### src/rtl/uart_hex_cmd.sv
// uart_hex_cmd: parses a UART byte stream of ASCII hex digits into a shadow
// register and commits it to the display word on CR/LF. Bad characters and
// stalled partial entries are discarded and flagged with a one-cycle err.
module uart_hex_cmd #(
    parameter int DIGITS  = 4,
    parameter int TIMEOUT = 50000000
) (
    input  logic                  clk,
    input  logic                  rst,
    input  logic                  rx_valid,
    input  logic [7:0]            rx_data,
    output logic [4*DIGITS-1:0]   data,
    output logic                  data_valid,
    output logic                  err,
    output logic                  busy
);

    localparam int W    = 4 * DIGITS;
    localparam int CNTW = $clog2(DIGITS + 1);
    localparam int TW   = $clog2(TIMEOUT);

    typedef enum logic {IDLE, COLLECT} state_t;
    typedef enum logic [1:0] {C_HEX, C_TERM, C_SKIP, C_BAD} cls_t;

    state_t            state_q, state_d;
    logic [W-1:0]      shadow_q, shadow_d;
    logic [CNTW-1:0]   count_q, count_d;
    logic [TW-1:0]     tmo_q, tmo_d;
    logic [W-1:0]      data_d;
    logic              data_valid_d, err_d;
    cls_t              cls;
    logic [3:0]        nibble;

    // Classify the incoming byte and extract its nibble value.
    // NOTE: every signal written here gets a default first, so no path can leave it unassigned and infer a latch.
    always_comb begin
        cls    = C_BAD;
        nibble = 4'h0;
        if (rx_data >= 8'h30 && rx_data <= 8'h39) begin
            cls    = C_HEX;
            nibble = 4'(rx_data - 8'h30);
        end else if (rx_data >= 8'h41 && rx_data <= 8'h46) begin
            cls    = C_HEX;
            nibble = 4'(rx_data - 8'h37);
        end else if (rx_data >= 8'h61 && rx_data <= 8'h66) begin
            cls    = C_HEX;
            nibble = 4'(rx_data - 8'h57);
        end else if (rx_data == 8'h0D || rx_data == 8'h0A) begin
            cls = C_TERM;
        end else if (rx_data == 8'h5F || rx_data == 8'h20) begin
            cls = C_SKIP;
        end
    end

    // Next-state and next-output logic for the IDLE/COLLECT parser.
    always_comb begin
        state_d      = state_q;
        shadow_d     = shadow_q;
        count_d      = count_q;
        tmo_d        = '0;
        data_d       = data;
        data_valid_d = 1'b0;
        err_d        = 1'b0;
        unique case (state_q)
            IDLE: begin
                if (rx_valid) begin
                    if (cls == C_HEX) begin
                        shadow_d = W'(nibble);
                        count_d  = CNTW'(1);
                        state_d  = COLLECT;
                    end else if (cls == C_BAD) begin
                        err_d = 1'b1;
                    end
                end
            end
            COLLECT: begin
                if (rx_valid) begin
                    unique case (cls)
                        C_HEX: begin
                            // Older digits fall off the top: the last DIGITS digits win.
                            shadow_d = (shadow_q << 4) | W'(nibble);
                            if (count_q < CNTW'(DIGITS))
                                count_d = count_q + CNTW'(1);
                        end
                        C_SKIP: ;
                        C_TERM: begin
                            data_d       = shadow_q;
                            data_valid_d = 1'b1;
                            count_d      = '0;
                            state_d      = IDLE;
                        end
                        C_BAD: begin
                            err_d    = 1'b1;
                            shadow_d = '0;
                            count_d  = '0;
                            state_d  = IDLE;
                        end
                    endcase
                end else if (tmo_q == TW'(TIMEOUT - 1)) begin
                    // Stalled partial line: drop it, keep the committed word.
                    err_d    = 1'b1;
                    shadow_d = '0;
                    count_d  = '0;
                    state_d  = IDLE;
                end else begin
                    tmo_d = tmo_q + TW'(1);
                end
            end
        endcase
    end

    // State and output registers with synchronous reset taking priority.
    // NOTE: sequential state uses non-blocking assignments so every register samples pre-edge values.
    always_ff @(posedge clk) begin
        if (rst) begin
            state_q    <= IDLE;
            shadow_q   <= '0;
            count_q    <= '0;
            tmo_q      <= '0;
            data       <= '0;
            data_valid <= 1'b0;
            err        <= 1'b0;
        end else begin
            state_q    <= state_d;
            shadow_q   <= shadow_d;
            count_q    <= count_d;
            tmo_q      <= tmo_d;
            data       <= data_d;
            data_valid <= data_valid_d;
            err        <= err_d;
        end
    end

    assign busy = (state_q == COLLECT);

endmodule

### config.mk
export PLATFORM = sky130hd
export DESIGN_NAME = uart_hex_cmd
export DESIGN_NICKNAME = d
export VERILOG_FILES = /design/src/rtl/uart_hex_cmd.sv
export SDC_FILE = /design/constraint.sdc
export NUM_CORES = 1
export LEC_CHECK = 0
export ABC_AREA = 1
export BUFFER_PORTS_ARGS = -buffer_cell sky130_fd_sc_hd__buf_2
export CORE_UTILIZATION = 60
export CTS_BUF_LIST = sky130_fd_sc_hd__clkbuf_4 sky130_fd_sc_hd__clkbuf_8 sky130_fd_sc_hd__clkbuf_16
export DETAILED_ROUTE_END_ITERATION = 7
export PLACE_DENSITY = 0.8
export SLEW_MARGIN = 20
export SYNTH_ARGS = -nofsm -noshare
export SYNTH_HDL_FRONTEND = slang
export SYNTH_SLANG_ARGS = --single-unit
### constraint.sdc
create_clock -name clk -period 3.4 [get_ports clk]
set_input_delay 0.68 -clock clk [delete_from_list [all_inputs] [get_ports clk]]
set_output_delay 0.68 -clock clk [all_outputs]
set_load 0.005 [all_outputs]
==> impl_results.md, run 1 <==
- Final Hold Viols: 0
- Combinational fraction of design power: 5.4%
- Wire length per cell: 11.1 µm
- Hold Path Depth: 1
- Fillers: 438
- Chip Width: 73.2 µm
- Worst-Skew Late Latency: 340 ps
- Antenna Cells: 0
- Routed WL: 6.10 mm
- # hold bufs at CTS: 0
- Largest net degree at the start of global routing: 35
- Hold Path End: tmo_q[0]$_SDFF_PP0_
- TritonCTS Buffers: 9
- Yosys warning count: 0
- Cell Area, Synth: 3040 µm²
- Crit-path cells: buf_2 > inv_1 > ha_1 > nand2_1 > nand3_2 > nand2_2 > nand2_1 > nor2_1 > ha_1 > nand2_1 > nand2_2 > inv_1 > nand3_2 > nor2_1 > nor2_1
- F_max: 370 MHz
- Crit-path slowest cell: nand3_2
- PD cells: ~400 nW/µm²
- CORE AREA: approximately 4800 µm²
- Hold Crit Class: reg -> reg
- Post-DRT Antenna Nets: 0
- Vias in the first global route: 2483
- Flop2flop setup slack: 1460 ps
- Die height: roughly 73 µm
- Sequential cell area fraction in the yosys report: about two fifths
- RSZ-0062 raised after global routing: false
- Most common cell after layout, fill and taps aside: nor2_1
- Sw Ratio: 22.8%
- Worst Path Arrival: 2930 ps
- Area growth syn-to-layout: 11.7%
- Worst r2r src: tmo_q[0]$_SDFF_PP0_
- Setup-failing EPs final: 0
- Clock Power Share: 41.2%
- Leak pwr: 1.40 nW
- Worst setup EP type: register
- Pwr Total: 1.36 mW
- Synth top area share: 40.2%
- Vias/cell: 5.08
- Hold_sp: tmo_q[0]$_SDFF_PP0_
- Max-slew headroom: 63.4%
- Initial core utilization: a little under two thirds
- Sequential share of power: 53.4%
- Cell taking the most area after synthesis: dfxtp_1
- Status: finished clean
- Final Max Slew Viols: 0
- Net Count, Synth: 464
- DRC: 0
- Internal power: 1.05 mW
- Ratio of final minimum period to clock period: about four fifths
- Global-route wire length before repair: 10.8 mm
- Initial antenna violation count: 0
- Worst Reg-to-Reg Cells: 10
- Clock Skew: 6.81 ps
- Most frequent cells in the layout: nor2_1, nand2_1, dfxtp_1, inv_1, nand3_1
- Clock Sinks: around 60
- Placer Congestion: roughly 0.94
- GR Overflow Total: 0
- Row count: 25
- DRT Pass-1 Iters: 4
- Critical R2R Capture: shadow_q[1]$_SDFFE_PP0P_
- Max-cap violations: 0
- Via Count: 2791
- Setup TNS: 0 ps
- IO Count: 30
- CP Class: in -> reg
- Startpoint types: primary input
- Resized cells post-CTS: 0
- Max incr delay on CP: 270 ps
- CTS H-tree lvls: 3
- CTS Root Cell: clkbuf_8
- Port Buffers: 29
- CTS tree: built
- All-layer global routing usage: 26.2%
- Detailed Place HPWL: roughly 4.5 mm
- Avg Cell Area, Syn: 6.80 µm²
- Post-CTS Setup Inserts: 0
- Psw: 0.309 mW
- Clk buf depth: 2
- Buf/Inv on CP: 3
- Critical path required time: 3630 ps
- Slew @ Worst Pin: 549 ps
- Tmin final: 2710 ps
- Post-Syn Instances: ~450
- Nets: 496
- Layout cell share with drive strength beyond 1: 14.5%
- Worst Path Max Fanout: 12
- Crit-path leading delay family: simple AND/OR/NAND/NOR gates
- Starting DRC count in detailed routing: 224
- Unique masters post-synth: 30
- Clk slew on worst S/H paths: around 60 ps
- Peak supply drop: about 0.25 mV
- Top post-synthesis cells by area: dfxtp_1, nor2_1, nand2_1, inv_1, nand3_1
- Die Area: 5350 µm²
- #FFs+latches synth: 61
-- power by group through the flow --
| stage | clock, mW | combinational (mW) | sequential [mW] |
|---|---|---|---|
| 5_1_grt | 0.599 | 0.0846 | 0.726 |
| 3_5_place_dp | 0 | 0.0724 | 0.742 |
| 2_1_floorplan | 0 | 0.0512 | 0.741 |
| 3_3_place_gp | 0 | 0.0692 | 0.741 |
| 4_1_cts | 0.571 | 0.0728 | 0.726 |
| 6_report | 0.559 | 0.0731 | 0.726 |
-- cell families after synthesis --
kind of cell | share of synthesized area [%]
compound gates | 7.58
xor+xnor | 2.59
fa+ha+maj | 2.47
buf+inv | 7.87
flops | 40.2
simple gates | 39.3
-- metrics by stage --
step | hold WS [ps] | instances | cell area [µm²] | utilization [%] | worst slack, ps
6_report | 452 | 549 | 3390 | 70.9 | 694
5_1_grt | 486 | 549 | 3390 | 70.9 | 353
4_1_cts | 454 | 549 | 3390 | 70.9 | 689
3_5_place_dp | 444 | 535 | 3220 | 67.3 | 340
3_3_place_gp | 430 | 535 | 3220 | 67.3 | 513
2_1_floorplan | 418 | 447 | 3040 | - | 955
-- synthesized netlist by cell type --
cell / count
a21oi_1: 22
a31oi_1: 1
and2b_1: 1
buf_2: 5
buf_4: 1
buf_6: 1
clkbuf_1: 2
dfxtp_1: 61
ha_1: 6
inv_1: 46
inv_2: 4
nand2_1: 92
nand2_2: 4
nand3_1: 30
nand3_2: 4
nand3b_1: 3
nand4_1: 8
nor2_1: 95
nor2_2: 3
nor2_4: 2
nor3_1: 14
nor3_2: 2
nor3b_1: 2
nor3b_2: 1
nor4_1: 1
o21ai_0: 21
o21ai_2: 1
or2_2: 5
xnor2_1: 2
xor2_1: 7
-- per-layer routing --
layer | share of wire (%) | vias up | GRT usage, %
met5 | 0 | - | 0
met4 | 1.7 | 0 | 11.8
met3 | 5.1 | 8 | 5.11
met2 | 42 | 57 | 38.4
met1 | 51 | 1238 | 37.0
li1 | - | 1488 | -
-- registers in the layout, summed over array words and instances (netlist names) --
| signal | count |
|---|---|
| data | 16 |
| shadow_q | 16 |
| err | 1 |
| data_valid | 1 |
| tmo_q | 26 |
| busy | 1 |
-- worst reg2reg max path: cells and delay by family, from the launching register on --
| kind | cells | cell delay (ps) |
|---|---|---|
| DFF | 1 | 350 |
| adders and majority gates | 1 | 240 |
| and+or+nand+nor | 8 | 900 |
| AOI/OAI and AO/OA | 1 | 350 |
-- worst max path at each step --
| stage | to | depth (start not counted) | start | slack, ps |
|---|---|---|---|---|
| 5_1_grt | shadow_q[4]$_SDFFE_PP0P_ | 16 | rx_data[0] | 350 |
| 4_1_cts | shadow_q[12]$_SDFFE_PP0P_ | 16 | rx_data[0] | 690 |
| 6_report | shadow_q[12]$_SDFFE_PP0P_ | 15 | rx_data[0] | 690 |
| 3_3_place_gp | shadow_q[2]$_SDFFE_PP0P_ | 15 | rx_data[0] | 510 |
| 2_1_floorplan | shadow_q[12]$_SDFFE_PP0P_ | 14 | rx_data[0] | 960 |
| 3_5_place_dp | shadow_q[12]$_SDFFE_PP0P_ | 15 | rx_data[0] | 340 |
-- layout make-up --
| cell class | count | area [µm²] | share of cell area [%] |
|---|---|---|---|
| tap | 67 | 83.8 | 2.47 |
| sequential | 61 | 1220 | 36.0 |
| clock buffer | 12 | 159 | 4.68 |
| multi-input combinational | 327 | 1580 | 46.5 |
| inverter | 50 | 188 | 5.53 |
| clock inverter | 2 | 10.0 | 0.295 |
| timing repair buffer | 30 | 153 | 4.50 |
Note: power is estimated with default switching activity, not from simulation.
==> inputs of run 2 (changes only) <==
ABC_AREA = 0   (was 1)
CORE_UTILIZATION = 58   (was 60)
PLACE_DENSITY = 0.78   (was 0.8)
clock period = 2.55 ns   (was 3.4 ns; I/O delays follow)
==> run 2 against run 1 <==
The run now ends with design-rule violations left. Highest routed layer unchanged. Hold slack got worse by 1.5 ps. Global-route usage fell by 1.2 points. Via count fell by 15%. Core utilization rose by 3.4 points. Critical path depth fell by 3.
==> impl_results.md, run 2 <==
- Max-slew headroom: 35.5% (-28 points)
- Clock Sinks: 61 (unchanged)
- Worst setup EP type: register
- Worst Path Max Fanout: 8 (-4)
- All-layer global routing usage: 24.9% (-1.2 points)
- Die height: 71.3 µm (-2.5%)
- GR Util met3: 5.77% (+0.66 points)
- Via Count: 2372 (-15%)
- Tmin final: 2450 ps
- Hold Crit Class: reg -> reg
- Chip Width: 71.3 µm (-2.5%)
- IO Count: 30 (unchanged)
- Largest net degree at the start of global routing: 26 (-26%)
- Met2 Usage GRT: 41.1% (+2.7 points)
- TritonCTS Buffers: 9 (unchanged)
- Worst-Skew Late Latency: 330 ps (about the same)
- Sequential share of power: 49.2% (-4.2 points)
- Placer Congestion: 0.803 (-14%)
- #FFs+latches synth: 61 (unchanged)
- Resized cells post-CTS: 0 (unchanged)
- Status: finished, violations left
- Clock Skew: 4.52 ps (-2.29 ps)
- Peak supply drop: 0.358 mV (+41%)
- Cell Area, Synth: 2790 µm² (-8.3%)
- Leak pwr: 1.18 nW (-15%)
- Vias/cell: 5.42 (+6.5%)
- Post-Syn Instances: 334 (-25%)
- Sw Ratio: 21.0% (-1.8 points)
- Nets: 398 (-20%)
- Worst Path Arrival: 2710 ps (-220 ps)
- CTS H-tree lvls: 3 (unchanged)
- Max-cap violations: 0 (unchanged)
- Top post-synthesis cells by area: dfxtp_1, nand2_1, xnor2_1, nor2_1, mux2i_1
- Sequential cell area fraction in the yosys report: 43.8% (+3.6 points)
- CORE AREA: 4470 µm² (-6.5%)
- F_max: approximately 410 MHz
- Core Util, Final: 74.3% (+3.4 points)
- Most common cell in the netlist: nand2_1
- Critical path required time: 2810 ps (-820 ps)
- CP Class: in -> reg
- Antenna Cells: 0 (unchanged)
- DRC: 5 (+5)
- DRT Pass-1 Iters: 7 (+3)
- Final Max Slew Viols: 0 (unchanged)
- Final Hold Viols: 0 (unchanged)
- Combinational fraction of design power: 4.3% (-1.1 points)
- Gr busiest metal: met2
- Initial core utilization: 62.2% (-1.2 points)
- Area growth syn-to-layout: 19.4%
- Starting DRC count in detailed routing: 154 (-31%)
- Yosys warning count: 0 (unchanged)
- Internal power: 1.53 mW (+46%)
- GR Overflow Total: 0 (unchanged)
- Wire length per cell: 12.8 µm (+16%)
- Hold slack: 450 ps (-1.51 ps)
- Die Area: 5080 µm² (-5.0%)
- Cell taking the most area after synthesis: dfxtp_1
- Most common cell after layout, fill and taps aside: nand2_1
- Top reg by flops: tmo_q
- Synth top area share: 43.8% (+3.6 points)
- PD cells: 584 nW/µm² (+46%)
- EDFF count, synth: 0 (unchanged)
- Vias in the first global route: 2263 (-8.9%)
- Unique masters post-synth: 40 (+33%)
- Post-DRT Antenna Nets: 0 (unchanged)
- CTS Root Cell: clkbuf_8
- Startpoint types: primary input
- Clk slew on worst S/H paths: 70 ps (about the same)
- RSZ-0062 raised after global routing: false
- Failing checks: design-rule violations
- GRT met1 Usage: 30.7% (-6.4 points)
- Detailed Place HPWL: 3.95 mm (-12%)
- Ratio of final minimum period to clock period: 96.0%
- Global-route wire length before repair: 9.90 mm (-8.2%)
- Clk buf depth: 2 (unchanged)
- Layout cell share with drive strength beyond 1: 19.9% (+5.4 points)
- Ys async rst share: 0% (unchanged)
- Row count: 24 (-4.0%)
- Largest registers: tmo_q: 26 flops, data: 16 flops, shadow_q: 16 flops
- Initial antenna violation count: 0 (unchanged)
- Slew @ Worst Pin: 964 ps (+415 ps)
- Post-CTS Setup Inserts: 0 (unchanged)
- Port Buffers: 29 (unchanged)
- # hold bufs at CTS: 0 (unchanged)
- Avg Cell Area, Syn: 8.34 µm² (+23%)
- CTS tree: built
- Max reg flops: 26 (unchanged)
- Clock Power Share: 46.5% (+5.3 points)
- Net Count, Synth: 351 (-24%)
- Setup-failing EPs final: 0 (unchanged)
- Most frequent cells in the layout: nand2_1, dfxtp_1, nor2_1, buf_2, a21oi_1
- Psw: 0.408 mW (+32%)
- List of most frequent post-synthesis cells: nand2_1, dfxtp_1, nor2_1
- Routed WL: 5.63 mm (-7.8%)
- Dominant synthesized flop cell: dfxtp_1
run 2: changes by cell type after synthesis, moves of 13 or more:
| cell | previous run | this run |
|---|---|---|
| inv_1 | 46 | 7 |
| o21ai_0 | 21 | 5 |
| nand3_1 | 30 | 13 |
| xnor2_1 | 2 | 18 |
| nand2_1 | 92 | 73 |
| mux2i_1 | 0 | 13 |
| nor2_1 | 95 | 38 |
run 2: final timing paths:
kind,from,end,slack [ps],cells past startpoint
min,data[10]$_SDFFE_PP0P_,data[10]$_SDFFE_PP0P_,450,2
max reg2reg,tmo_q[8]$_SDFF_PP0_,shadow_q[10]$_SDFFE_PP0P_,210,6
max,rx_data[0],shadow_q[10]$_SDFFE_PP0P_,100,12
min reg2reg,data[10]$_SDFFE_PP0P_,data[10]$_SDFFE_PP0P_,450,2
run 2: metal layers:
metal	share of wire, %	vias to the layer above
li1	-	1224
met2	48	51
met4	2.2	0
met5	0	-
met3	3.6	12
met1	47	1085
run 2: area by class of cell:
class	instances	area (µm²)
Tap cell	52	65.1
Timing Repair Buffer	46	273
Multi-Input combinational cell	256	1520
Inverter	7	26.3
Sequential cell	61	1220
Fill cell	353	1150
Clock inverter	3	42.5
Clock buffer	13	173
run 2: critical path, cell delays in order:
cell      delay, ps
buf_2           120
inv_1            60
ha_2            190
nor3b_2         160
nor4b_2         300
or2_4           170
nor2b_1          40
ha_1            290
or2_4           240
o211ai_4        140
buf_4           260
mux2i_1         210
run 2: power groups by stage:
stage                     logic (mW)  clock network [mW]  registers, mW
after floorplan               0.0465                   0          0.977
after global placement        0.0817                   0          0.977
after detailed placement      0.0841                   0          0.977
after CTS                     0.0847               0.920          0.956
after global routing          0.0940               0.957          0.955
final                         0.0842               0.903          0.956
run 2: cell families (layout without fill, tap and decap cells):
group / after synthesis / after routing / synth area share, %
fa+ha+maj: 6 / 6 / 2.70
compound gates: 33 / 33 / 6.87
simple gates: 175 / 175 / 29.7
mux: 18 / 18 / 6.69
buf+inv: 17 / 69 / 2.65
flops: 61 / 61 / 43.8
xor+xnor: 24 / 24 / 7.55
run 2: through the flow:
step | power (mW) | instances | setup WS (ps) | area [µm²] | TNS [ps]
after floorplan | 1.02 | 334 | 15.0 | 2820 | 0
after global placement | 1.06 | 422 | -135 | 3110 | -1660
after detailed placement | 1.06 | 422 | -251 | 3110 | -2880
after CTS | 1.96 | 438 | 103 | 3320 | 0
after global routing | 2.01 | 438 | 12.0 | 3320 | 0
final | 1.94 | 438 | 103 | 3320 | 0
